File: src/rtl/spi_pwm_pkg.sv
// Shared constants for the SPI-controlled PWM expander: register map, CTRL bit
// positions, SPI frame geometry and the frame-tracking state encoding.
package spi_pwm_pkg;

    localparam int FRAME_BITS = 16;
    localparam int BYTE_BITS  = 8;

    localparam logic [6:0] ADDR_CTRL  = 7'h40;
    localparam logic [6:0] ADDR_PRESC = 7'h41;

    localparam int CTRL_EN_BIT   = 0;
    localparam int CTRL_LOAD_BIT = 1;

    typedef enum logic [1:0] {
        ST_RESYNC,
        ST_IDLE,
        ST_SHIFT,
        ST_DONE
    } frame_state_t;

endpackage

File: src/rtl/spi_slave_frame.sv
// SPI mode-0 slave framing: brings the pins into CLK, counts SCLK edges and turns
// each 16-bit chip-select window into one register write strobe or one register read.
module spi_slave_frame
    import spi_pwm_pkg::*;
(
    input  logic       clk,
    input  logic       rst,
    input  logic       cs_n,
    input  logic       sclk,
    input  logic       mosi,
    output logic       miso,
    output logic       wr_strobe,
    output logic [6:0] addr,
    output logic [7:0] data,
    output logic [6:0] rd_addr,
    input  logic [7:0] rd_data
);

    logic         cs_meta, cs_s;
    logic         sclk_meta, sclk_s, sclk_d;
    logic         mosi_meta, mosi_s;
    logic         sclk_rise, sclk_fall;
    logic         in_frame, addr_done, data_done;
    logic [4:0]   bit_cnt;
    logic [6:0]   rx_shift;
    logic [7:0]   tx_shift;
    logic         rw, rd_load, data_phase;
    frame_state_t state, state_next;

    // NOTE: sequential state uses non-blocking assignments so every flop samples
    // the pre-edge value of its inputs regardless of statement order.
    always_ff @(posedge clk) begin
        if (rst) begin
            cs_meta   <= 1'b0;
            cs_s      <= 1'b0;
            sclk_meta <= 1'b0;
            sclk_s    <= 1'b0;
            sclk_d    <= 1'b0;
            mosi_meta <= 1'b0;
            mosi_s    <= 1'b0;
        end else begin
            cs_meta   <= cs_n;
            cs_s      <= cs_meta;
            sclk_meta <= sclk;
            sclk_s    <= sclk_meta;
            sclk_d    <= sclk_s;
            mosi_meta <= mosi;
            mosi_s    <= mosi_meta;
        end
    end

    assign sclk_rise = sclk_s & ~sclk_d;
    assign sclk_fall = ~sclk_s & sclk_d;
    assign in_frame  = (state == ST_SHIFT) && !cs_s;
    assign addr_done = in_frame && sclk_rise && (bit_cnt == 5'(BYTE_BITS - 1));
    assign data_done = in_frame && sclk_rise && (bit_cnt == 5'(FRAME_BITS - 1));

    // Reset leaves the chip-select synchroniser reading "selected", so a frame
    // in flight across reset is skipped until chip select is seen high again.
    always_ff @(posedge clk) begin
        if (rst) state <= ST_RESYNC;
        else     state <= state_next;
    end

    // NOTE: every combinational output gets a default first, so no path through
    // the case statement leaves a value unassigned and infers a latch.
    always_comb begin
        state_next = state;
        case (state)
            ST_RESYNC: if (cs_s) state_next = ST_IDLE;
            ST_IDLE:   if (!cs_s) state_next = ST_SHIFT;
            ST_SHIFT: begin
                if (cs_s)           state_next = ST_IDLE;
                else if (data_done) state_next = ST_DONE;
            end
            ST_DONE:   if (cs_s) state_next = ST_IDLE;
            default:   state_next = ST_RESYNC;
        endcase
    end

    always_ff @(posedge clk) begin
        if (rst) begin
            bit_cnt    <= '0;
            rx_shift   <= '0;
            tx_shift   <= '0;
            addr       <= '0;
            data       <= '0;
            rw         <= 1'b0;
            rd_load    <= 1'b0;
            data_phase <= 1'b0;
            wr_strobe  <= 1'b0;
        end else begin
            wr_strobe <= data_done && rw;
            rd_load   <= addr_done && !rx_shift[6];
            if (!in_frame) begin
                bit_cnt    <= '0;
                tx_shift   <= '0;
                data_phase <= 1'b0;
            end else begin
                if (sclk_rise) begin
                    rx_shift <= {rx_shift[5:0], mosi_s};
                    bit_cnt  <= bit_cnt + 5'd1;
                end
                if (addr_done) begin
                    addr       <= {rx_shift[5:0], mosi_s};
                    rw         <= rx_shift[6];
                    data_phase <= 1'b1;
                end
                if (data_done) data <= {rx_shift[6:0], mosi_s};
                // The MSB stays put across the fall right after rise 8 so the
                // master samples it on rise 9.
                if (rd_load)
                    tx_shift <= rd_data;
                else if (sclk_fall && bit_cnt > 5'(BYTE_BITS))
                    tx_shift <= {tx_shift[6:0], 1'b0};
            end
        end
    end

    assign miso    = data_phase & tx_shift[7];
    assign rd_addr = addr;

endmodule

File: src/rtl/spi_pwm_expander.sv
// SPI-programmable PWM expander: shadowed duty registers, prescaled period counter
// and one registered PWM output per channel, with duty updates applied at wrap.
module spi_pwm_expander
    import spi_pwm_pkg::*;
#(
    parameter int NUM_CH   = 8,
    parameter int PWM_BITS = 8
) (
    input  logic              CLK,
    input  logic              RST,
    input  logic              _CS,
    input  logic              SCLK,
    input  logic              MOSI,
    output logic              MISO,
    output logic [NUM_CH-1:0] PWMOutputs
);

    localparam int                  CNT_LAST_INT = (1 << PWM_BITS) - 2;
    localparam logic [PWM_BITS-1:0] CNT_LAST     = CNT_LAST_INT[PWM_BITS-1:0];

    logic [PWM_BITS-1:0] duty_sh  [NUM_CH];
    logic [PWM_BITS-1:0] duty_act [NUM_CH];
    logic                en, load_pending;
    logic [7:0]          presc, presc_act, presc_cnt;
    logic [PWM_BITS-1:0] cnt;

    logic       wr_strobe;
    logic [6:0] addr, rd_addr;
    logic [7:0] data, rd_data;
    logic       ctrl_wr, load_req, en_rise, tick, advance, wrap, copy;

    spi_slave_frame u_frame (
        .clk       (CLK),
        .rst       (RST),
        .cs_n      (_CS),
        .sclk      (SCLK),
        .mosi      (MOSI),
        .miso      (MISO),
        .wr_strobe (wr_strobe),
        .addr      (addr),
        .data      (data),
        .rd_addr   (rd_addr),
        .rd_data   (rd_data)
    );

    assign ctrl_wr  = wr_strobe && (addr == ADDR_CTRL);
    assign load_req = ctrl_wr && data[CTRL_LOAD_BIT];
    assign en_rise  = ctrl_wr && data[CTRL_EN_BIT] && !en;
    assign tick     = (presc_cnt == presc_act);
    assign advance  = tick && !en_rise;
    assign wrap     = advance && (cnt == CNT_LAST);
    // A LOAD request landing on a wrap is deferred to the following wrap.
    assign copy     = wrap && load_pending && !load_req;

    always_comb begin
        rd_data = 8'h00;
        for (int ch = 0; ch < NUM_CH; ch++)
            if (rd_addr == 7'(ch)) rd_data = 8'(duty_sh[ch]);
        if (rd_addr == ADDR_CTRL) begin
            rd_data[CTRL_EN_BIT]   = en;
            rd_data[CTRL_LOAD_BIT] = load_pending;
        end else if (rd_addr == ADDR_PRESC) begin
            rd_data = presc;
        end
    end

    always_ff @(posedge CLK) begin
        if (RST) begin
            // NOTE: the duty tables are small flop arrays, not RAM, so they can be
            // and are cleared by reset along with the rest of the state.
            duty_sh      <= '{default: '0};
            duty_act     <= '{default: '0};
            en           <= 1'b0;
            load_pending <= 1'b0;
            presc        <= '0;
            presc_act    <= '0;
            presc_cnt    <= '0;
            cnt          <= '0;
            PWMOutputs   <= '0;
        end else begin
            if (wr_strobe) begin
                for (int ch = 0; ch < NUM_CH; ch++)
                    if (addr == 7'(ch)) duty_sh[ch] <= data[PWM_BITS-1:0];
                if (addr == ADDR_CTRL)  en    <= data[CTRL_EN_BIT];
                if (addr == ADDR_PRESC) presc <= data;
            end

            if (load_req)  load_pending <= 1'b1;
            else if (copy) load_pending <= 1'b0;
            if (copy) duty_act <= duty_sh;

            if (en_rise) begin
                presc_cnt <= '0;
                cnt       <= '0;
            end else if (advance) begin
                presc_cnt <= '0;
                presc_act <= presc;
                cnt       <= wrap ? '0 : cnt + 1'b1;
            end else begin
                presc_cnt <= presc_cnt + 8'd1;
            end

            for (int ch = 0; ch < NUM_CH; ch++)
                PWMOutputs[ch] <= en && (cnt < duty_act[ch]);
        end
    end

endmodule

File: config.mk
export PLATFORM = sky130hd
export DESIGN_NAME = spi_pwm_expander
export DESIGN_NICKNAME = d
export VERILOG_FILES = /design/src/rtl/spi_pwm_pkg.sv /design/src/rtl/spi_slave_frame.sv /design/src/rtl/spi_pwm_expander.sv
export SDC_FILE = /design/constraint.sdc
export NUM_CORES = 1
export LEC_CHECK = 0
export ABC_AREA = 1
export CORE_ASPECT_RATIO = 0.7
export CORE_MARGIN = 10
export CORE_UTILIZATION = 63
export DETAILED_ROUTE_END_ITERATION = 6
export PLACE_DENSITY = 0.9
export SYNTH_ARGS = -nofsm -noshare
export SYNTH_HDL_FRONTEND = slang
export SYNTH_HIERARCHICAL = 1
export SYNTH_SLANG_ARGS = --single-unit
export TNS_END_PERCENT = 10
File: constraint.sdc
create_clock -name CLK -period 2.05 [get_ports CLK]
set_input_delay 0.41 -clock CLK [delete_from_list [all_inputs] [get_ports CLK]]
set_output_delay 0.41 -clock CLK [all_outputs]
set_load 0.03 [all_outputs]
==> flow_summary.yaml <==
synth:
  synth_seq_cells: 218
  async_flop_share_pct: 0
  synth.net_count: 1582
  synthFlopType: "dfxtp_1"
  synth_edf_count: 0
  synth_cell_types: 38
  synthCells: 1512
  syn_area_sq_mm: 0.0106
  yosysWarnings: 6
  avgSynthCellArea_sq_um: 6.98
  yosysSeqAreaShare_pct: 41.4
clocking:
  cts_sinks: 218
  h-tree-depth: 1
  hold_buffers: 0
  clockBufferDepth: 3
  clock_latency_ps: 520
  cts_buffers: 22
  cts_tree: "yes"
  cts_root_buf: "clkbuf_16"
  path_clk_slew_ps: 70
drt:
  vias: 9622
  dr.max_layer_used: "met4"
  drc: 0
  antenna_left: 0
  first_iter_violations: 1296
  route.met3.wl_mm: 3.15
  wl_met1_mm: 11.9
  via_per_inst: 5.46
  drt_pre_antenna_iters: 5
  wl_per_cell_um: 15.5
  routed_wl_mm: 27.4
  wl_met2_mm: 11.6
placement:
  globalplace.congestion: 0.965
  hpwl_mm: 18.2
  dp_slack_ps: 86.3
  portBuffers: 13
timing:
  skew_ps: 23.7
  period_share_pct: 92.8
  fin_ws_ps: 148
  max_freq_mhz: 526
  fin_crit_ps: 1900
  worst_pin_slew_ps: 674
  setup-violations-final: 0
  slew-limit-headroom_pct: 55.0
  final_hold_viol_count: 0
  finalMaxSlewViolations: 0
die:
  core_sq_mm: 0.0164
  die_w_um: 175
  start_util_pct: 64.4
  pin_count: 14
  fp-row-count: 39
  die_h_um: 128
  die_area_sq_mm: 0.0224
critical_path:
  critPathLaunchType: "register"
  critPathCaptureType: "register"
  required_ps: 2450
  arrival_ps: 2310
  crit_path_max_fanout: 43
  critPathKind: "reg2reg"
finish:
  area_growth_pct: 10.8
  final_util_pct: 71.3
  drive_gt1_share_pct: 6.70
  finish.net_count: 1592
power:
  ir_drop_mv: 0.532
  p_leak_nw: 5.66
  p_per_area_mw_per_mm2: 756
global_route:
  first_global_vias: 8804
  grt_overflow_total: 0
  grtUsageTotal_pct: 23.2
  grt_max_degree: 100
  antenna_found_initial: 0
  grt_pass1_wl_mm: 43.2
flow_run:
  drv_cap: 0
status:
  status: "complete, no violations"
worst_hold_path:
  hold_class: "in2reg"
[cell usage in the layout, fill, tap and decap left out, types with 5 or more instances in the layout]
cell / synthesis / final
clkdlybuf4s50_1: 0 / 12
nand3_1: 65 / 65
o21ai_0: 109 / 109
clkbuf_16: 0 / 24
clkbuf_8: 0 / 5
ha_1: 65 / 65
clkinv_2: 1 / 6
o21a_1: 8 / 8
nor2_1: 376 / 373
clkbuf_1: 31 / 5
inv_1: 160 / 160
dfxtp_1: 218 / 214
nand2_2: 5 / 7
xor2_1: 15 / 15
a21oi_1: 67 / 66
nor3_1: 12 / 12
nand2_1: 302 / 300
nand4_1: 19 / 19
buf_4: 15 / 29
[final timing paths]
check | from | end | slack [ps] | cells past startpoint
hold / removal | _CS | u_frame/cs_meta | 420 | 3
setup / recovery | u_frame/addr[0] | duty_act[54] | 150 | 9
setup reg to reg | u_frame/addr[0] | duty_act[54] | 150 | 9
hold reg to reg | u_frame/sclk_meta | u_frame/sclk_s | 430 | 2
[registers in the layout, summed over array words and instances (netlist names), 8 cells and up]
signal and flops:
duty_act 64, duty_sh 64, PWMOutputs 8, cnt 8, presc 8, presc_act 8
presc_cnt 8, u_frame/data 8, u_frame/tx_shift 8
[routing by layer]
layer / global-route usage, % / vias up
li1: - / 4770
met1: 31.1 / 4345
met3: 6.09 / 76
met2: 35.6 / 431
met4: 7.70 / 0
met5: 0 / -
[cell families (layout without fill, tap and decap cells)]
kind of cell | after synthesis | in the layout | synth area share (%)
AND/OR/NAND/NOR | 793 | 793 | 30.7
buffers and inverters | 228 | 253 | 9.44
flip-flops | 218 | 218 | 41.4
AO/OA/AOI/OAI | 191 | 191 | 9.43
adder cells (fa/ha/maj) | 65 | 65 | 7.71
XOR/XNOR | 16 | 16 | 1.33
multiplexers | 1 | 1 | 0.0948
other | 0 | 1 | 0
[critical path: stages, from the launching register on]
cell and delay, ps:
dfxtp_2 360, nor2_1 160, nand2_1 150, nor2_4 190, nand3b_2 190, nand4_4 240
buf_16 230, nand2_1 100, nand2_1 70, nor2_1 50
[repair_timing]
item,4_1_cts,5_1_grt
gates cloned,0,1
pin swaps,0,2
setup buffers,0,2
resized for setup,1,18
endpoints found under the setup margin,1,74
[metrics by stage]
step	hold slack (ps)	TNS [ps]	cell area [sq um]	total power, mW	cells
floorplan	388	0	10600	4.74	1512
global placement	399	0	10900	4.84	1720
detailed placement	424	0	10900	4.87	1720
CTS	420	0	11600	8.85	1759
global route	431	-13.5	11700	9.09	1762
finish	423	0	11700	8.83	1763
[Yosys cell counts (2+ instances only)]
cell / count / area, sq um
buf_2: 5 / 25.0
dfxtp_1: 218 / 4360
nand3_1: 65 / 325
nor3b_1: 2 / 15.0
nand4_1: 19 / 119
a21oi_1: 67 / 335
nand2_4: 4 / 45.0
clkbuf_1: 31 / 116
buf_6: 8 / 90.1
o21a_1: 8 / 60.1
ha_1: 65 / 813
inv_2: 4 / 15.0
a211oi_1: 2 / 15.0
o2111ai_1: 2 / 17.5
nor3_1: 12 / 60.1
nand2_2: 5 / 31.3
nand2_1: 302 / 1130
inv_1: 160 / 601
nor2_2: 3 / 18.8
buf_4: 15 / 113
xor2_1: 15 / 131
nor2_1: 376 / 1410
o21ai_0: 109 / 546
[power breakdown]
part | internal [mW] | leakage [nW] | switching [mW]
Sequential | 4.27 | 1.76 | 0.0286
Combinational | 0.157 | 3.54 | 0.326
Clock | 2.36 | 0.360 | 1.68
Total | 6.79 | 5.66 | 2.04
[area by class of cell]
cell class | count | area [sq um]
timing repair buffer | 47 | 444
multi-input combinational | 1066 | 5240
sequential | 218 | 4370
tap | 225 | 282
inverter | 167 | 634
fill | 1270 | 4700
antenna | 1 | 2.50
clock inverter | 6 | 58.8
clock buffer | 33 | 663
Note: power is estimated with default switching activity, not from simulation.
